==> config.mk <==
export PLATFORM = sky130hd
export DESIGN_NAME = apb_slave_m
export DESIGN_NICKNAME = d
export VERILOG_FILES = /design/src/rtl/apb_slave_m.sv
export SDC_FILE = /design/constraint.sdc
export NUM_CORES = 2
export LEC_CHECK = 0
export CAP_MARGIN = 20
export CELL_PAD_IN_SITES_DETAIL_PLACEMENT = 1
export CELL_PAD_IN_SITES_GLOBAL_PLACEMENT = 2
export CORE_MARGIN = 2
export CORE_UTILIZATION = 30
export DETAILED_ROUTE_END_ITERATION = 16
export PLACE_DENSITY = 0.55
export SYNTH_ARGS = -nofsm -noshare
export SYNTH_HDL_FRONTEND = slang
export SYNTH_SLANG_ARGS = --single-unit
export TNS_END_PERCENT = 5
==> constraint.sdc <==
create_clock -name clk -period 4.4 [get_ports clk]
set_input_delay 0.66 -clock clk [delete_from_list [all_inputs] [get_ports clk]]
set_output_delay 0.66 -clock clk [all_outputs]
set_load 0.005 [all_outputs]
==> src/rtl/apb_slave_m.sv <==
// APB slave with a word-addressed internal memory, configurable wait states
// and error reporting for out-of-range addresses and access phases with no
// preceding setup phase.
module apb_slave_m #(
    parameter int ADDR_WIDTH  = 8,
    parameter int DATA_WIDTH  = 32,
    parameter int DEPTH       = 64,
    parameter int WAIT_STATES = 0
) (
    input  logic                  clk,
    input  logic                  rst,
    input  logic                  psel,
    input  logic                  penable,
    input  logic                  pwrite,
    input  logic [ADDR_WIDTH-1:0] paddr,
    input  logic [DATA_WIDTH-1:0] pwdata,
    output logic                  pready,
    output logic                  pslver,
    output logic [DATA_WIDTH-1:0] prdata
);

    localparam int IDX_W = (DEPTH > 1) ? $clog2(DEPTH) : 1;
    localparam int CNT_W = (WAIT_STATES > 0) ? $clog2(WAIT_STATES + 1) : 1;
    localparam int CMP_W = (ADDR_WIDTH > 32) ? ADDR_WIDTH : 32;

    typedef enum logic [1:0] {
        IDLE,
        SETUP,
        ACCESS
    } state_t;

    state_t                state_q, state_d;
    logic [CNT_W-1:0]      wait_q, wait_d;
    logic [ADDR_WIDTH-1:0] addr_q;
    logic [DATA_WIDTH-1:0] wdata_q;
    logic                  write_q;
    logic [DATA_WIDTH-1:0] mem_q [DEPTH];

    logic             ph_setup;
    logic             ph_access;
    logic             in_xfer;
    logic             done;
    logic             idle_err;
    logic             addr_err;
    logic             mem_we;
    logic [CMP_W-1:0] addr_ext;
    logic [IDX_W-1:0] idx;

    // Bus phase decode; the access phase of a transfer is the cycle(s) that
    // follow a registered setup, so both SETUP and ACCESS states count as
    // "inside a transfer" when penable is high.
    assign ph_setup  = psel & ~penable;
    assign ph_access = psel & penable;
    assign in_xfer   = (state_q == SETUP) || (state_q == ACCESS);

    assign addr_ext  = CMP_W'(addr_q);
    assign addr_err  = addr_ext >= CMP_W'(DEPTH);
    assign idx       = addr_q[IDX_W-1:0];

    assign done      = in_xfer & ph_access & (wait_q == CNT_W'(WAIT_STATES));
    // An access with no setup completes immediately with an error and
    // touches nothing.
    assign idle_err  = (state_q == IDLE) & ph_access;
    assign pready    = done | idle_err;
    assign pslver    = idle_err | (done & addr_err);
    assign mem_we    = done & write_q & ~addr_err;
    assign prdata    = (done & ~write_q & ~addr_err) ? mem_q[idx] : '0;

    // Next-state and wait-counter logic; the counter only advances while a
    // transfer is stretched and is cleared in every other case.
    always_comb begin
        state_d = state_q;
        wait_d  = '0;
        case (state_q)
            IDLE: begin
                if (ph_setup) state_d = SETUP;
            end
            SETUP: begin
                if (ph_access) begin
                    if (done) begin
                        state_d = IDLE;
                    end else begin
                        state_d = ACCESS;
                        wait_d  = wait_q + CNT_W'(1);
                    end
                end else if (!psel) begin
                    state_d = IDLE;
                end
            end
            ACCESS: begin
                if (ph_access) begin
                    if (done) begin
                        state_d = IDLE;
                    end else begin
                        wait_d  = wait_q + CNT_W'(1);
                    end
                end else if (ph_setup) begin
                    // penable dropped with psel held: restart as a new setup
                    state_d = SETUP;
                end else begin
                    // psel dropped before completion: abandon the transfer
                    state_d = IDLE;
                end
            end
            default: state_d = IDLE;
        endcase
    end

    // FSM, wait counter and setup-phase capture of address/direction/data.
    always_ff @(posedge clk) begin
        if (rst) begin
            state_q <= IDLE;
            wait_q  <= '0;
            addr_q  <= '0;
            wdata_q <= '0;
            write_q <= 1'b0;
        end else begin
            state_q <= state_d;
            wait_q  <= wait_d;
            if (ph_setup) begin
                addr_q  <= paddr;
                wdata_q <= pwdata;
                write_q <= pwrite;
            end
        end
    end

    // Memory array: cleared on reset, written on a successful write completion.
    always_ff @(posedge clk) begin
        if (rst) begin
            for (int i = 0; i < DEPTH; i++) begin
                mem_q[i] <= '0;
            end
        end else if (mem_we) begin
            mem_q[idx] <= wdata_q;
        end
    end

endmodule

Word-level counts from Yosys, hierarchy flattened
Memory sizes are Yosys's and may differ from the RTL's. A register that Yosys moved wholly into a read port is not among the register bits.
Index checks and enable logic that the tools add are counted.
{"block": "word_totals", "mem_bits_rw": 2048, "out_inout_bits": 34, "ff_bits": 44, "inputBits": 45, "mem_count": 1, "elab_cells": 56}
{"memory": "mem_q", "words": 64, "word_bits": 32, "read_ports": 1, "rd_ports_with_merged_regs": 1, "wr": 64, "line_no": "37", "rtl": "logic [DATA_WIDTH-1:0] mem_q [DEPTH];"}
{"block": "classes", "magnitude_cmp": 1, "eq_ne": 5, "n_reduce_logical": 6, "bitwise_logic": 18, "n_addsub": 1, "mux": 19}
{"cell": "two-way mux 32 bit", "count": 2}
{"cell": "OR reduction 32 bit", "count": 1}
{"cell": "two-way mux 6 bit", "count": 3}
{"cell": "two-way mux 2 bit", "count": 6}
{"cell": "bitwise AND 1 bit", "count": 10}
{"cell": ">= comparator 8 x 7 -> 1 bit (second input constant)", "count": 1}
{"cell": "two-way mux 1 bit", "count": 7}
{"cell": "!= test 3 bit (second input constant)", "count": 2}
{"cell": "inverter 1 bit", "count": 6}
{"cell": "case mux 2 bit (3 select lines)", "count": 1}
{"cell": "OR reduction 4 bit", "count": 1}
{"cell": "AND reduction 3 bit", "count": 1}
{"cell": "equality test 2 x 1 -> 1 bit (second input constant)", "count": 1}
{"cell": "equality test 2 bit (second input constant)", "count": 1}
{"cell": "logical NOT 2 bit", "count": 1}
{"cell": "!= test 2 bit (second input constant)", "count": 1}
{"cell": "bitwise OR 1 bit", "count": 2}
{"cell": "OR reduction 2 bit", "count": 1}
{"cell": "adder 1 bit (second input constant)", "count": 1}
{"cell": "logical OR 1 bit", "count": 1}

Depth between registers and ports, before layout
{"block": "depth", "depth_word": 11, "mapped_depth": 11, "depth_no_buf": 8}

Worst setup path before layout
No wires, ideal clock.
{"block": "synth_path", "path_kind": "register to output", "startpoint": "register (tool-made name)", "endpoint": "output port prdata[17]", "n_path_buf": 4, "required_ns": 3.740, "arrival_ns": 2.261, "setup_slack_ns": 1.479, "stages_incl_launch_ff": 9, "path_cell_list": "dfxtp_1 buf_2 buf_6 buf_4 buf_2 mux4_2 mux4_2 mux2i_1 o22ai_1"}
{"item": "end: declaration", "line_no": "19", "rtl": "output logic [DATA_WIDTH-1:0] prdata"}

==> run metrics <==
critical-path maximum fanout 5; final-report max-slew violation count 0; number of global-route vias before repair 58,036; worst-path cell chain buf_12 > buf_12 > buf_12 > buf_8 > buf_12 > mux4_2 > mux4_2 > o2111ai_4 > nor2_4 > clkdlybuf4s15_1; Tightest Hold Check Type in2reg; initial antenna violation count 29; r2r setup slk 1.11 ns; Distinct cells, synth 52; Initial Utilization 0.302; fin worst setup slack -0.166 ns; CP endpoint kind output port; Pre-antenna DRT Iters 5; Root Buffer clkbuf_16; Vias 55,933; Die Area 322,000 sq um; multiplexer share of the synthesized area 0.139; Leak 40.7 nW; worst r2r src state_q[1]; Adder-Cell Fraction of Synth Area 0.000526; Placer Congestion 0.876; global-route wire length before repair 503,000 microns; fraction of registers with async set/reset 0; clock buffer depth 4; Final ANT Viol Nets 0; area grow syn2layout 20.9%; share of cells above drive strength 1 0.280; EDFF count, synth 2,048; non-filler cells, final 10,938; critical path type reg2out; Post-Place Cell Area 104,000 sq um; # H-tree levels 4; nets 6,613; Worst-path clk slew 0.06 ns; Worst EP required 3.74 ns; grt ovf 0; post-route DRC violation count 0; TritonCTS buffer count 241; status finished with violations; largest net degree at the start of global routing 65; Synth Area in XOR/XNOR 0; Starting DRT DRC Count 6,069; clock sink count 2,098; Worst R2R Path Depth 13; Hold Crit Start pwdata[13]; design area 115,000 sq um; clock latency on the worst-skew pair 0.92 ns; Post-Route WL 365,000 microns; Mapped Nets 6,237; largest family of logic cells by synthesized area simple AND/OR/NAND/NOR gates; CTS tree built; Period minus WS final 4.57 ns; mapped cell area 95,200 sq um; most frequent CP cell buf_12; failing checks setup timing; Synth Area in Compound Gates 0.0164; unrepaired setup endpoints after global routing yes; hold slack final 0.287 ns; maximum vdd drop 0.310 mV; highest clock rate 219 MHz; worst slew pin tran 1.17 ns; Worst Hold End wdata_q[13]; core area 315,000 sq um; post-synthesis simple-gate area fraction 0.160; skew final 0.0441 ns; die width 567 microns; Hold Fails Final Rpt 0; CP max stage delay 0.69 ns; HPWL after DPL 228,000 microns; FILL cells 31,867; commonest register cell after synthesis edfxtp_1; pwr dens 402 nW/um^2; final setup fails 25; sequential area share after synthesis 0.656; CP max-delay cell mux4_2; IO Port Bufs 78; Max Cap Viol 0; DP Cell Count 10,317; Total Power 46.3 mW; RR Endpoint mem_q[35][5]; Syn Area/Cell 15.4 sq um; hold path cells 3; DR vias/cell 5.11; GRT Total Usage 0.225; startpoint types flip-flop; crit share post-route 1.04; YS warnings 0; # IOs 79; FP Rows 206; Arrival @ worst endpoint 3.91 ns; cell count after synthesis 6,188; flops & latches, synth 2,098; Die H 567 microns; drt wl/cell 33.4 microns; slew margin rel. 0.221
flip-flops by register name, indices dropped and copies added, names as in the netlist, named ones only:
name / cells
addr_q: 8
mem_q: 2048
state_q: 2
write_q: 1
wdata_q: 32
wait_q: 1
worst max path at each step:
stage                          from         end  slack (ns)  depth (start not counted)
after detailed placement  flip-flop   prdata[5]       -0.62                         13
after CTS                 flip-flop   prdata[6]       -0.21                         12
after floorplan           flip-flop  prdata[17]        1.48                          8
after global placement    flip-flop   prdata[5]       -0.67                         13
after global routing      flip-flop  prdata[15]       -0.21                          9
final                     flip-flop   prdata[1]       -0.17                         10
repair_timing:
| item | in CTS | in global routing |
|---|---|---|
| gates resized for setup | 375 | 55 |
| setup buffers | 128 | 28 |
| endpoints found under the setup margin | 32 | 32 |
| hold buffers | 0 | 0 |
| pin swaps | 47 | 28 |
| cloned | 22 | 0 |
cells by family (layout without fill, tap and decap cells):
family / count (synthesis) / after routing
other: 1 / 24
buffers and inverters: 637 / 1204
AO/OA/AOI/OAI: 246 / 246
AND/OR/NAND/NOR: 2569 / 2569
adder cells (fa/ha/maj): 4 / 4
multiplexers: 633 / 633
flip-flops: 2098 / 2098
routing by layer:
layer	vias up	track usage	wire, microns
met5	-	0	11
met1	30608	0.315	162000
met3	413	0.0241	18100
met2	1544	0.365	172000
li1	23366	-	-
met4	2	0.0739	12900
Yosys cell counts, types with 12 or more instances:
cell type  instances  area, sq um
clkbuf_1         500         1880
mux4_2           548        12300
o22ai_1           25          156
nand3_1           31          155
buf_1             17         63.8
nor3_1            12         60.1
mux2i_1           65          651
a211oi_1          37          278
buf_2             67          335
dfxtp_1           50         1000
and2_1          2056        12900
a21oi_1           86          430
buf_4             38          285
or2_2             65          407
edfxtp_1        2048        61500
mux2_2            20          225
nand2_1          222          833
nor2b_1           35          219
a31oi_1           25          156
and3_1            18          113
nor2_1           107          402
o21ai_0           24          120
report_power, final:
part | internal (mW) | switching [mW]
logic | 1.44 | 2.31
clock network | 11.2 | 8.51
registers | 22.5 | 0.335
total | 35.1 | 11.2
critical path: cells and delay by family (launching register included):
family	cells	cell delay [ns]
compound gates	1	0.37
buf+inv	6	0.86
flops	1	0.42
mux	2	1.19
simple gates	1	0.10
placed cells by master (no fill, tap or decap), types with 23 or more instances in the layout:
cell             instances
clkinv_2                33
clkbuf_1                58
mux4_2                 548
nand2_1                217
nor2_2                  55
buf_16                  33
clkbuf_16              245
nand3_1                 29
buf_12                 125
clkinv_1                64
mux2i_1                 50
diode_2                 23
clkdlybuf4s50_1         46
nor2_1                  34
nor2b_1                 29
a21oi_1                 69
edfxtp_1              2048
dfxtp_2                 35
or2_2                   65
and2_1                2053
buf_6                   41
buf_4                  469
metrics by stage:
stage               utilization  setup slack (ns)  setup TNS [ns]
CTS                       0.363            -0.214           -4.90
detailed placement        0.330            -0.618           -2.90
global route              0.365            -0.213           -4.01
global placement          0.330            -0.666           -3.13
finish                    0.365            -0.166           -2.11
floorplan                     -              1.48               0
area by class of cell:
type | instances | area [sq um] | share of cell area
timing repair buffer | 761 | 8490 | 0.0737
clock inverter | 125 | 1040 | 0.00904
clock buffer | 309 | 6430 | 0.0559
tap | 4160 | 5200 | 0.0452
multi-input combinational | 3453 | 31300 | 0.272
antenna | 23 | 57.6 | 0.000500
sequential | 2098 | 62600 | 0.543
inverter | 9 | 43.8 | 0.000380
Note: power is estimated with default switching activity, not from simulation.
